File: src/rtl/pc_gen_unit.sv
// pc_gen_unit -- fetch-stage PC generator for the pipelined MIPS core.
//
// Holds the fetch PC register and computes the next PC from one of five
// sources: sequential, taken branch, jump, jump-register, exception vector.
// Redirects are resolved in decode and take effect on the next rising edge.
// A stall holds the PC, but an exception redirect always wins.
//
// Optional feature macro: PC_GEN_RAS_EN
//   defined   -> a circular return-address stack (RAS) predicts jr $ra targets
//   undefined -> no RAS storage, oras_valid/oras_pred tie to zero and the
//                call/return hints are ignored
//
// Ports
//   iclk        clock, rising edge
//   irst_n      asynchronous reset, active low
//   istall      hold PC, block RAS push/pop
//   iNPC_sel    0 SEQ, 1 BRANCH, 2 JUMP, 3 JUMPREG, 4 EXC, 5-7 act as SEQ
//   iD_PC       PC of the decode-stage control instruction
//   iinstr      decode-stage instruction word
//   irs         forwarded GPR[rs] for JUMPREG
//   iis_call    decode instruction is jal/jalr (RAS push)
//   iis_ret     decode instruction is jr $31 (RAS pop)
//   oPC         current fetch PC (registered)
//   oNPC        next PC (combinational)
//   oPC8        iD_PC + 8, link value
//   omisalign   oPC[1:0] != 0, report only
//   oras_pred   RAS top entry, zero when empty
//   oras_valid  RAS non-empty
module pc_gen_unit #(
    parameter int          WIDTH     = 32,
    parameter logic [31:0] RESET_PC  = 32'h0000_3000,
    parameter logic [31:0] EXC_VEC   = 32'h0000_4180,
    parameter int          RAS_DEPTH = 4
) (
    input  logic             iclk,
    input  logic             irst_n,
    input  logic             istall,
    input  logic [2:0]       iNPC_sel,
    input  logic [WIDTH-1:0] iD_PC,
    input  logic [31:0]      iinstr,
    input  logic [WIDTH-1:0] irs,
    input  logic             iis_call,
    input  logic             iis_ret,
    output logic [WIDTH-1:0] oPC,
    output logic [WIDTH-1:0] oNPC,
    output logic [WIDTH-1:0] oPC8,
    output logic             omisalign,
    output logic [WIDTH-1:0] oras_pred,
    output logic             oras_valid
);

    localparam logic [2:0] SEL_SEQ     = 3'd0;
    localparam logic [2:0] SEL_BRANCH  = 3'd1;
    localparam logic [2:0] SEL_JUMP    = 3'd2;
    localparam logic [2:0] SEL_JUMPREG = 3'd3;
    localparam logic [2:0] SEL_EXC     = 3'd4;

    localparam logic [WIDTH-1:0] STEP4  = WIDTH'(4'd4);
    localparam logic [WIDTH-1:0] STEP8  = WIDTH'(4'd8);
    localparam logic [WIDTH-1:0] PC_RST = RESET_PC[WIDTH-1:0];
    localparam logic [WIDTH-1:0] PC_EXC = EXC_VEC[WIDTH-1:0];

    logic [WIDTH-1:0] pc_r;
    logic [WIDTH-1:0] npc_s;
    logic [WIDTH-1:0] pc8_s;
    logic [31:0]      br_off32_s;
    logic [WIDTH-1:0] br_tgt_s;
    logic [27:0]      j_field_s;
    logic [WIDTH-1:0] j_tgt_s;
    logic             is_exc_s;

    // Redirect target arithmetic shared by the next-PC mux and the link value.
    always_comb begin
        br_off32_s = {{14{iinstr[15]}}, iinstr[15:0], 2'b00};
        br_tgt_s   = iD_PC + STEP4 + br_off32_s[WIDTH-1:0];
        j_field_s  = {iinstr[25:0], 2'b00};
        // WIDTH is at least 30, so the 28-bit field always fits under the region bits.
        j_tgt_s    = {iD_PC[WIDTH-1:28], j_field_s};
        pc8_s      = iD_PC + STEP8;
        is_exc_s   = (iNPC_sel == SEL_EXC);
    end

    // Next-PC source select; undefined selector codes fall back to sequential.
    always_comb begin
        npc_s = pc_r + STEP4;
        case (iNPC_sel)
            SEL_SEQ:     npc_s = pc_r + STEP4;
            SEL_BRANCH:  npc_s = br_tgt_s;
            SEL_JUMP:    npc_s = j_tgt_s;
            SEL_JUMPREG: npc_s = irs;
            SEL_EXC:     npc_s = PC_EXC;
            default:     npc_s = pc_r + STEP4;
        endcase
    end

    // Fetch PC register: exception ignores stall, otherwise stall holds.
    always_ff @(posedge iclk or negedge irst_n) begin
        if (!irst_n) begin
            pc_r <= PC_RST;
        end else if (is_exc_s) begin
            pc_r <= PC_EXC;
        end else if (!istall) begin
            pc_r <= npc_s;
        end else begin
            pc_r <= pc_r;
        end
    end

    assign oPC       = pc_r;
    assign oNPC      = npc_s;
    assign oPC8      = pc8_s;
    assign omisalign = (pc_r[1:0] != 2'b00);

`ifdef PC_GEN_RAS_EN
    localparam int PTR_W = (RAS_DEPTH > 1) ? $clog2(RAS_DEPTH) : 1;
    localparam logic [PTR_W:0] CNT_FULL = (PTR_W + 1)'(RAS_DEPTH);

    logic [WIDTH-1:0] ras_mem_r [RAS_DEPTH];
    logic [PTR_W-1:0] tp_r;
    logic [PTR_W:0]   cnt_r;
    logic [PTR_W-1:0] tp_inc_s;
    logic [PTR_W-1:0] tp_dec_s;
    logic             ras_upd_s;
    logic             unused_s;

    // Circular pointer neighbours; RAS_DEPTH is a power of two so wrap is free.
    always_comb begin
        tp_inc_s  = tp_r + PTR_W'(1'b1);
        tp_dec_s  = tp_r - PTR_W'(1'b1);
        ras_upd_s = !istall && !is_exc_s;
    end

    // RAS state: exception flushes the count, push+pop rewrites the top in place.
    always_ff @(posedge iclk or negedge irst_n) begin
        if (!irst_n) begin
            tp_r  <= '0;
            cnt_r <= '0;
            for (int i = 0; i < RAS_DEPTH; i++) begin
                ras_mem_r[i] <= '0;
            end
        end else if (is_exc_s) begin
            // Entries keep stale data; a zero count hides them.
            cnt_r <= '0;
        end else if (ras_upd_s) begin
            if (iis_call && iis_ret) begin
                ras_mem_r[tp_r] <= pc8_s;
            end else if (iis_call) begin
                // On overflow the oldest entry is overwritten and the count saturates.
                ras_mem_r[tp_inc_s] <= pc8_s;
                tp_r                <= tp_inc_s;
                if (cnt_r != CNT_FULL) begin
                    cnt_r <= cnt_r + (PTR_W + 1)'(1'b1);
                end else begin
                    cnt_r <= cnt_r;
                end
            end else if (iis_ret) begin
                if (cnt_r != '0) begin
                    tp_r  <= tp_dec_s;
                    cnt_r <= cnt_r - (PTR_W + 1)'(1'b1);
                end else begin
                    cnt_r <= cnt_r;
                end
            end else begin
                cnt_r <= cnt_r;
            end
        end else begin
            cnt_r <= cnt_r;
        end
    end

    assign oras_valid = (cnt_r != '0);
    assign oras_pred  = (cnt_r != '0) ? ras_mem_r[tp_r] : '0;
    assign unused_s   = ^iinstr[31:26];
`else
    logic unused_s;

    assign oras_valid = 1'b0;
    assign oras_pred  = '0;
    assign unused_s   = ^{iinstr[31:26], iis_call, iis_ret};
`endif

endmodule

File: config.mk
export PLATFORM = sky130hd
export DESIGN_NAME = pc_gen_unit
export DESIGN_NICKNAME = d
export VERILOG_FILES = /design/src/rtl/pc_gen_unit.sv
export SDC_FILE = /design/constraint.sdc
export NUM_CORES = 1
export LEC_CHECK = 0
export BUFFER_PORTS_ARGS = -buffer_cell sky130_fd_sc_hd__buf_2
export CORE_MARGIN = 10
export CORE_UTILIZATION = 55
export DETAILED_ROUTE_END_ITERATION = 7
export GPL_ROUTABILITY_DRIVEN = 0
export PLACE_DENSITY = 0.85
export SLEW_MARGIN = 20
export SYNTH_ARGS = -nofsm -noshare
export SYNTH_HDL_FRONTEND = slang
export SYNTH_SLANG_ARGS = --single-unit
File: constraint.sdc
create_clock -name iclk -period 6.18 [get_ports iclk]
set_input_delay 0.927 -clock iclk [delete_from_list [all_inputs] [get_ports iclk]]
set_output_delay 0.927 -clock iclk [all_outputs]
set_load 0.02 [all_outputs]
==> flow_summary.yaml, run 1 <==
outcome:
  outcome: "finished clean"
global_route:
  grt.overflow.total: 0
  grt_usage: 0.252
  gr-usage-met1: 0.301
  antenna_violations_before_repair: 0
  grt_most_used_layer: "met2"
  grt_use_met3: 0.0710
  grt_first_pass_wirelength_um: 33700
  first_global_vias: 6653
  maximum_number_of_pins_on_one_net_before_global_route_repair: 50
  global_route.usage.met2: 0.426
power:
  p_leak_nw: 3.27
  seq_power_share: 0.230
  power.internal_uw: 682
  post-layout-total-power_mw: 1.34
  switching_share: 0.492
  power.share.combinational: 0.598
  power_frac_clock: 0.173
  p_switching_uw: 660
  vdd.ir_drop.worst_v: 0.000159
  power_density_nw_per_um2: 193
sta:
  postLayoutSetupSlackWorst_ns: 1.21
  finalMaxSlewViolations: 0
  timing_hold_violations_final: 0
  worst_pin_slew_ns: 1.01
  finClkSkew_ns: 0.00636
  clock.fmax_ghz: 0.201
  layout_min_cycle_time_ns: 4.97
  slew_headroom: 0.327
  setup_total_negative_slack_ns: 0
  post-route-period-util: 0.804
  setup_repair_after_global_routing_missed_its_margin: "no"
  final-setup-viol-count: 0
worst_setup_path:
  timing.reg2reg.setup_slack_ns: 3.28
  critical_path_peak_fanout: 5
  data_required_time_at_the_worst_endpoint_ns: 5.25
  path_buf_inv: 2
  end_kind: "output pin"
  critical_path_class: "in2out"
  cp_top_family: "compound AO/OA/AOI/OAI gates"
  worstSetupEndpoint: "oNPC[28]"
  crit_chain: "buf_2, ha_1, ha_1, o21ai_1, o21bai_1, a311oi_1, o31ai_1, a21oi_1, o311ai_1, o211ai_1, buf_2"
  arrival_ns: 4.04
  critical_path.reg2reg.endpoint: "oPC[16]$_DFFE_PN0P_"
  crit_path_max_incr_delay_ns: 0.59
  start_kind: "input port"
  worstSetupStartpoint: "iD_PC[5]"
  rr_worst_depth: 9
  path_depth: 11
  reg2reg_from: "oPC[2]$_DFFE_PN0P_"
  critical-path-slowest-cell: "sky130_fd_sc_hd__o31ai_1"
final_layout:
  layout.core_utilization: 0.642
  num_antenna_cells: 0
  finish.net_count: 1139
  layout-drive-gt1-share: 0.243
  mostFrequentLayoutCell: "sky130_fd_sc_hd__buf_2"
  finish.cell_count_without_fillers: 1116
  area_of_the_multi_input_gates_sq_um: 4770
  final_cell_mix: "sky130_fd_sc_hd__buf_2, sky130_fd_sc_hd__nand2_1, sky130_fd_sc_hd__nor2_1"
  n_fill_cell: 987
  seq_area_sq_um: 803
  syn2layout_area_growth_pct: 14.6
  flip_flop_count_of_the_largest_register_all_copies_and_words_added: 32
hold_path:
  timing.hold.worst.class: "reg2reg"
yosys:
  yosysTopAreaCellShare: 0.124
  yosys-top-cells-area: "sky130_fd_sc_hd__dfrtp_1, sky130_fd_sc_hd__ha_1, sky130_fd_sc_hd__xnor2_1"
  post_synth_inst_count: 820
  synth_xor_xnor_area_share: 0.105
  complex_gate_fraction_of_the_synthesized_area: 0.278
  ys.warnings.count: 0
  post_synth_and_or_nand_nor_area_fraction: 0.212
  synthMuxAreaShare: 0.0439
  ys_seq_area_frac: 0.132
  netlist-cell-type-count: 74
  post_synth_fa_ha_maj_area_fraction: 0.125
  combinational_family_with_the_most_area_after_synthesis: "compound AO/OA/AOI/OAI gates"
  synth_enable_flop_cells: 0
  async_reset_ff_frac: 1.00
  yosysTopAreaCell: "sky130_fd_sc_hd__dfrtp_1"
  synth.avg_cell_area_sq_um: 7.41
  post_synthesis_sequential_element_count: 32
  synth.cell_area_sq_um: 6080
  synth_top_flop_cell: "sky130_fd_sc_hd__dfrtp_1"
flow_run:
  max-cap-violations: 0
place:
  preCtsSetupSlack_ns: 1.29
  dp.cells: 1108
  buffer_ports.inserted: 192
  hpwl_um: 17200
cts:
  post-cts-setup-buffers: 0
  clk_pin_slew_ns: 0.07
  cts_made_buffers: 5
  clock_sink_count: 32
  cts-htree-levels: 2
  clock_root_cell: "sky130_fd_sc_hd__clkbuf_8"
  postCtsHoldBufs: 0
  clk-insertion-delay-late_ns: 0.30
  cts_buffer_depth: 2
  tritoncts: "built"
  post_cts.resized_instances: 0
detailed_routing:
  firstDrtPassIters: 6
  antenna_left: 0
  routed-via-count: 6911
  drt-initial-drc-count: 939
  route.detailed.vias_per_inst: 6.19
  count_of_unresolved_drc_violations_after_routing: 0
  wire_per_inst_um: 19.1
  routed_wirelength_um: 21300
die:
  core-area_sq_um: 10800
  initial_core_util: 0.560
  ioPinCount: 234
  die-area_sq_um: 15700
  die_width_um: 125
  dieHeight_um: 125
  floorplan.rows: 38
-- worst min-delay path by stage --
stage / depth (start not counted) / slack (ns) / endpoint / startpoint
3_3_place_gp: 2 / 0.55 / oPC[12]$_DFFE_PN1P_ / oPC[12]$_DFFE_PN1P_
3_5_place_dp: 2 / 0.57 / oPC[13]$_DFFE_PN1P_ / oPC[13]$_DFFE_PN1P_
2_1_floorplan: 2 / 0.57 / oPC[12]$_DFFE_PN1P_ / oPC[12]$_DFFE_PN1P_
5_1_grt: 2 / 0.60 / oPC[12]$_DFFE_PN1P_ / oPC[12]$_DFFE_PN1P_
4_1_cts: 2 / 0.58 / oPC[13]$_DFFE_PN1P_ / oPC[13]$_DFFE_PN1P_
6_report: 2 / 0.58 / oPC[13]$_DFFE_PN1P_ / oPC[13]$_DFFE_PN1P_
-- area by class of cell --
class / count / area share
Clock buffer: 7 / 0.0138
Clock inverter: 1 / 0.00431
Multi-Input combinational cell: 715 / 0.685
Sequential cell: 32 / 0.115
Inverter: 24 / 0.0129
Timing Repair Buffer: 197 / 0.143
Tap cell: 140 / 0.0252
-- worst reg2reg max path, stage by stage, from the launching register on --
cell and delay [ns]:
sky130_fd_sc_hd__dfrtp_1 0.48, sky130_fd_sc_hd__ha_1 0.24, sky130_fd_sc_hd__nand3_1 0.25, sky130_fd_sc_hd__nor4_1 0.65
sky130_fd_sc_hd__nand2_1 0.15, sky130_fd_sc_hd__xnor2_1 0.21, sky130_fd_sc_hd__a22o_1 0.21, sky130_fd_sc_hd__a32oi_1 0.15
sky130_fd_sc_hd__o211ai_1 0.19, sky130_fd_sc_hd__o21ba_2 0.26
-- power by group through the flow --
stage,Combinational (mW),Clock [mW],Sequential [mW]
floorplan,0.523,0,0.342
global placement,0.777,0,0.308
detailed placement,0.791,0,0.309
CTS,0.795,0.229,0.306
global route,0.872,0.240,0.315
finish,0.802,0.232,0.308
-- cell usage after synthesis (5+ instances only) --
cell type	instances
sky130_fd_sc_hd__nand3_1	37
sky130_fd_sc_hd__ha_1	59
sky130_fd_sc_hd__mux2i_1	21
sky130_fd_sc_hd__o31ai_1	7
sky130_fd_sc_hd__o21ai_1	6
sky130_fd_sc_hd__xnor2_1	51
sky130_fd_sc_hd__nor4_1	6
sky130_fd_sc_hd__clkbuf_1	31
sky130_fd_sc_hd__clkbuf_8	8
sky130_fd_sc_hd__nand2_1	75
sky130_fd_sc_hd__o21bai_1	7
sky130_fd_sc_hd__xor2_1	22
sky130_fd_sc_hd__dfrtp_1	30
sky130_fd_sc_hd__nor3_1	12
sky130_fd_sc_hd__mux2_2	5
sky130_fd_sc_hd__o211ai_1	16
sky130_fd_sc_hd__nand4_1	19
sky130_fd_sc_hd__buf_4	36
sky130_fd_sc_hd__o21a_1	8
sky130_fd_sc_hd__o21ai_0	60
sky130_fd_sc_hd__inv_1	22
sky130_fd_sc_hd__nand2b_1	10
sky130_fd_sc_hd__a21o_1	13
sky130_fd_sc_hd__a22oi_1	8
sky130_fd_sc_hd__and3_1	8
sky130_fd_sc_hd__a31oi_1	18
sky130_fd_sc_hd__o221ai_1	6
sky130_fd_sc_hd__or3_1	7
sky130_fd_sc_hd__o22ai_1	9
sky130_fd_sc_hd__a21oi_1	60
sky130_fd_sc_hd__nor2_1	63
-- logic make-up (layout without fill, tap and decap cells) --
logic type,Yosys count,count (layout)
buffers and inverters,105,229
XOR/XNOR,73,73
adder cells (fa/ha/maj),60,60
multiplexers,26,26
AND/OR/NAND/NOR,262,262
AO/OA/AOI/OAI,261,261
flip-flops,32,32
other,1,33
-- per-stage QoR --
stage | area [sq um] | hold WS [ns]
3_3_place_gp | 6830 | 0.550
4_1_cts | 6960 | 0.579
6_report | 6960 | 0.581
5_1_grt | 6960 | 0.604
2_1_floorplan | 6200 | 0.569
3_5_place_dp | 6830 | 0.566
-- metal layers --
layer  share of wire  wire, um
met1            0.39      8280
met2            0.47      9920
met3            0.11      2380
met4           0.033       697
met5               0         0
Note: power is estimated with default switching activity, not from simulation.
==> run 2, diff against run 1 <==
Settings changed: CORE_UTILIZATION 55 to 51, PLACE_DENSITY 0.85 to 0.8.
Clock period 6.18 ns to 4.9 ns, I/O delays scaled along.
==> flow_summary.yaml, run 2 (synthesis gave the netlist of run 1 again) <==
outcome:
  outcome: "finished clean"
final_layout:
  layout.core_utilization: 0.609
  layout-drive-gt1-share: 0.246
  seq_area_sq_um: 803
  mostFrequentLayoutCell: "sky130_fd_sc_hd__buf_2"
  syn2layout_area_growth_pct: 15.9
  flip_flop_count_of_the_largest_register_all_copies_and_words_added: 32
  area_of_the_multi_input_gates_sq_um: 4770
  finish.cell_count_without_fillers: 1126
  final_cell_mix: "sky130_fd_sc_hd__buf_2, sky130_fd_sc_hd__nand2_1, sky130_fd_sc_hd__nor2_1"
  finish.net_count: 1145
  stdcell_area_sq_um: 7040
  n_fill_cell: 1140
sta:
  layout_min_cycle_time_ns: 4.53
  finalMaxSlewViolations: 0
  worst_pin_slew_ns: 1.02
  postLayoutSetupSlackWorst_ns: 0.373
  timing_hold_violations_final: 0
  holdWs_ns: 0.528
  setup_total_negative_slack_ns: 0
  setup_repair_after_global_routing_missed_its_margin: "no"
  final-setup-viol-count: 0
  slew_headroom: 0.314
  finClkSkew_ns: 0.00539
  post-route-period-util: 0.924
  clock.fmax_ghz: 0.221
die:
  core-area_sq_um: 11600
  dieHeight_um: 129
  ioPinCount: 234
  initial_core_util: 0.525
  floorplan.rows: 39
  die_width_um: 129
  die-area_sq_um: 16700
global_route:
  grt_usage: 0.249
  antenna_violations_before_repair: 2
  grt.overflow.total: 0
  grt_first_pass_wirelength_um: 34700
  maximum_number_of_pins_on_one_net_before_global_route_repair: 36
  first_global_vias: 6844
detailed_routing:
  antenna_left: 0
  routed-via-count: 6995
  drt-initial-drc-count: 880
  count_of_unresolved_drc_violations_after_routing: 0
  routed_wirelength_um: 21700
  firstDrtPassIters: 6
  wire_per_inst_um: 19.2
  route.detailed.vias_per_inst: 6.21
cts:
  postCtsHoldBufs: 0
  clock_root_cell: "sky130_fd_sc_hd__clkbuf_16"
  cts-htree-levels: 2
  clock_sink_count: 32
  clk-insertion-delay-late_ns: 0.28
  tritoncts: "built"
  clk_pin_slew_ns: 0.06
  post_cts.resized_instances: 0
  cts_buffer_depth: 2
  cts_made_buffers: 5
  post-cts-setup-buffers: 0
power:
  vdd.ir_drop.worst_v: 0.000234
  power_density_nw_per_um2: 247
  post-layout-total-power_mw: 1.74
  p_leak_nw: 3.31
place:
  dp.cells: 1117
  hpwl_um: 17600
  buffer_ports.inserted: 192
  placed_area_sq_um: 6880
  preCtsSetupSlack_ns: 0.439
worst_setup_path:
  critical-path-slowest-cell: "sky130_fd_sc_hd__fa_1"
  crit_chain: "buf_2, ha_1, ha_1, fa_1, a211oi_1, o211ai_1, nand3_1, a22oi_2, a31oi_1, a32oi_1, o22ai_1, a21boi_0, buf_2"
  crit_path_max_incr_delay_ns: 0.43
  path_buf_inv: 2
  end_kind: "output pin"
  cp_top_family: "compound AO/OA/AOI/OAI gates"
  start_kind: "input port"
  arrival_ns: 3.79
  critical_path_peak_fanout: 6
  critical_path_class: "in2out"
  data_required_time_at_the_worst_endpoint_ns: 4.16
flow_run:
  max-cap-violations: 0
hold_path:
  timing.hold.worst.class: "in2async"
run 2: cell count changes in the layout (fill, tap and decap cells not counted), sizes merged:
cell	delta
buf	+6
diode	+1
clkbuf	+1
bufinv	-1
run 2: worst reg2reg max path: stages, from the launching register on:
cell,delay (ns)
sky130_fd_sc_hd__dfrtp_1,0.49
sky130_fd_sc_hd__ha_1,0.23
sky130_fd_sc_hd__nand3_1,0.24
sky130_fd_sc_hd__nor4_1,0.68
sky130_fd_sc_hd__nor2b_1,0.27
sky130_fd_sc_hd__nor3b_1,0.26
sky130_fd_sc_hd__xnor2_1,0.17
sky130_fd_sc_hd__o21ai_1,0.08
sky130_fd_sc_hd__a21oi_1,0.25
sky130_fd_sc_hd__a21oi_1,0.11
run 2: path summary, 6_finish.rpt:
kind                                          start                  end  slack [ns]  depth (start not counted)
worst max-delay path                       iD_PC[3]             oNPC[27]        0.37                         13
worst min-delay path                         irst_n  oPC[30]$_DFFE_PN0P_        0.53                          1
worst max register to register   oPC[2]$_DFFE_PN0P_  oPC[24]$_DFFE_PN0P_        1.99                          9
worst min register to register  oPC[12]$_DFFE_PN1P_  oPC[12]$_DFFE_PN1P_        0.56                          2
max in group asynchronous                    irst_n   oPC[7]$_DFFE_PN0P_        3.88                          1
min in group iclk               oPC[12]$_DFFE_PN1P_  oPC[12]$_DFFE_PN1P_        0.56                          2
run 2: final cells by class:
type,instances,area share
inverters,24,0.0128
diodes,1,0.000355
well taps,143,0.0254
clock buffers,8,0.0222
multi-input cells,715,0.677
repair buffers,203,0.148
flip-flops and latches,32,0.114
run 2: metal layers:
| metal | wire (um) | vias to the layer above | global-route usage |
|---|---|---|---|
| met5 | 13 | - | 0 |
| met4 | 899 | 2 | 0.0977 |
| met3 | 2510 | 74 | 0.0661 |
| met2 | 9820 | 410 | 0.417 |
| met1 | 8420 | 3237 | 0.297 |
| li1 | - | 3272 | - |
run 2: where the power goes:
part / internal [mW] / switching [mW] / total (mW)
clock: 0.216 / 0.113 / 0.329
sequential: 0.312 / 0.0791 / 0.391
combinational: 0.373 / 0.644 / 1.02
total: 0.901 / 0.836 / 1.74
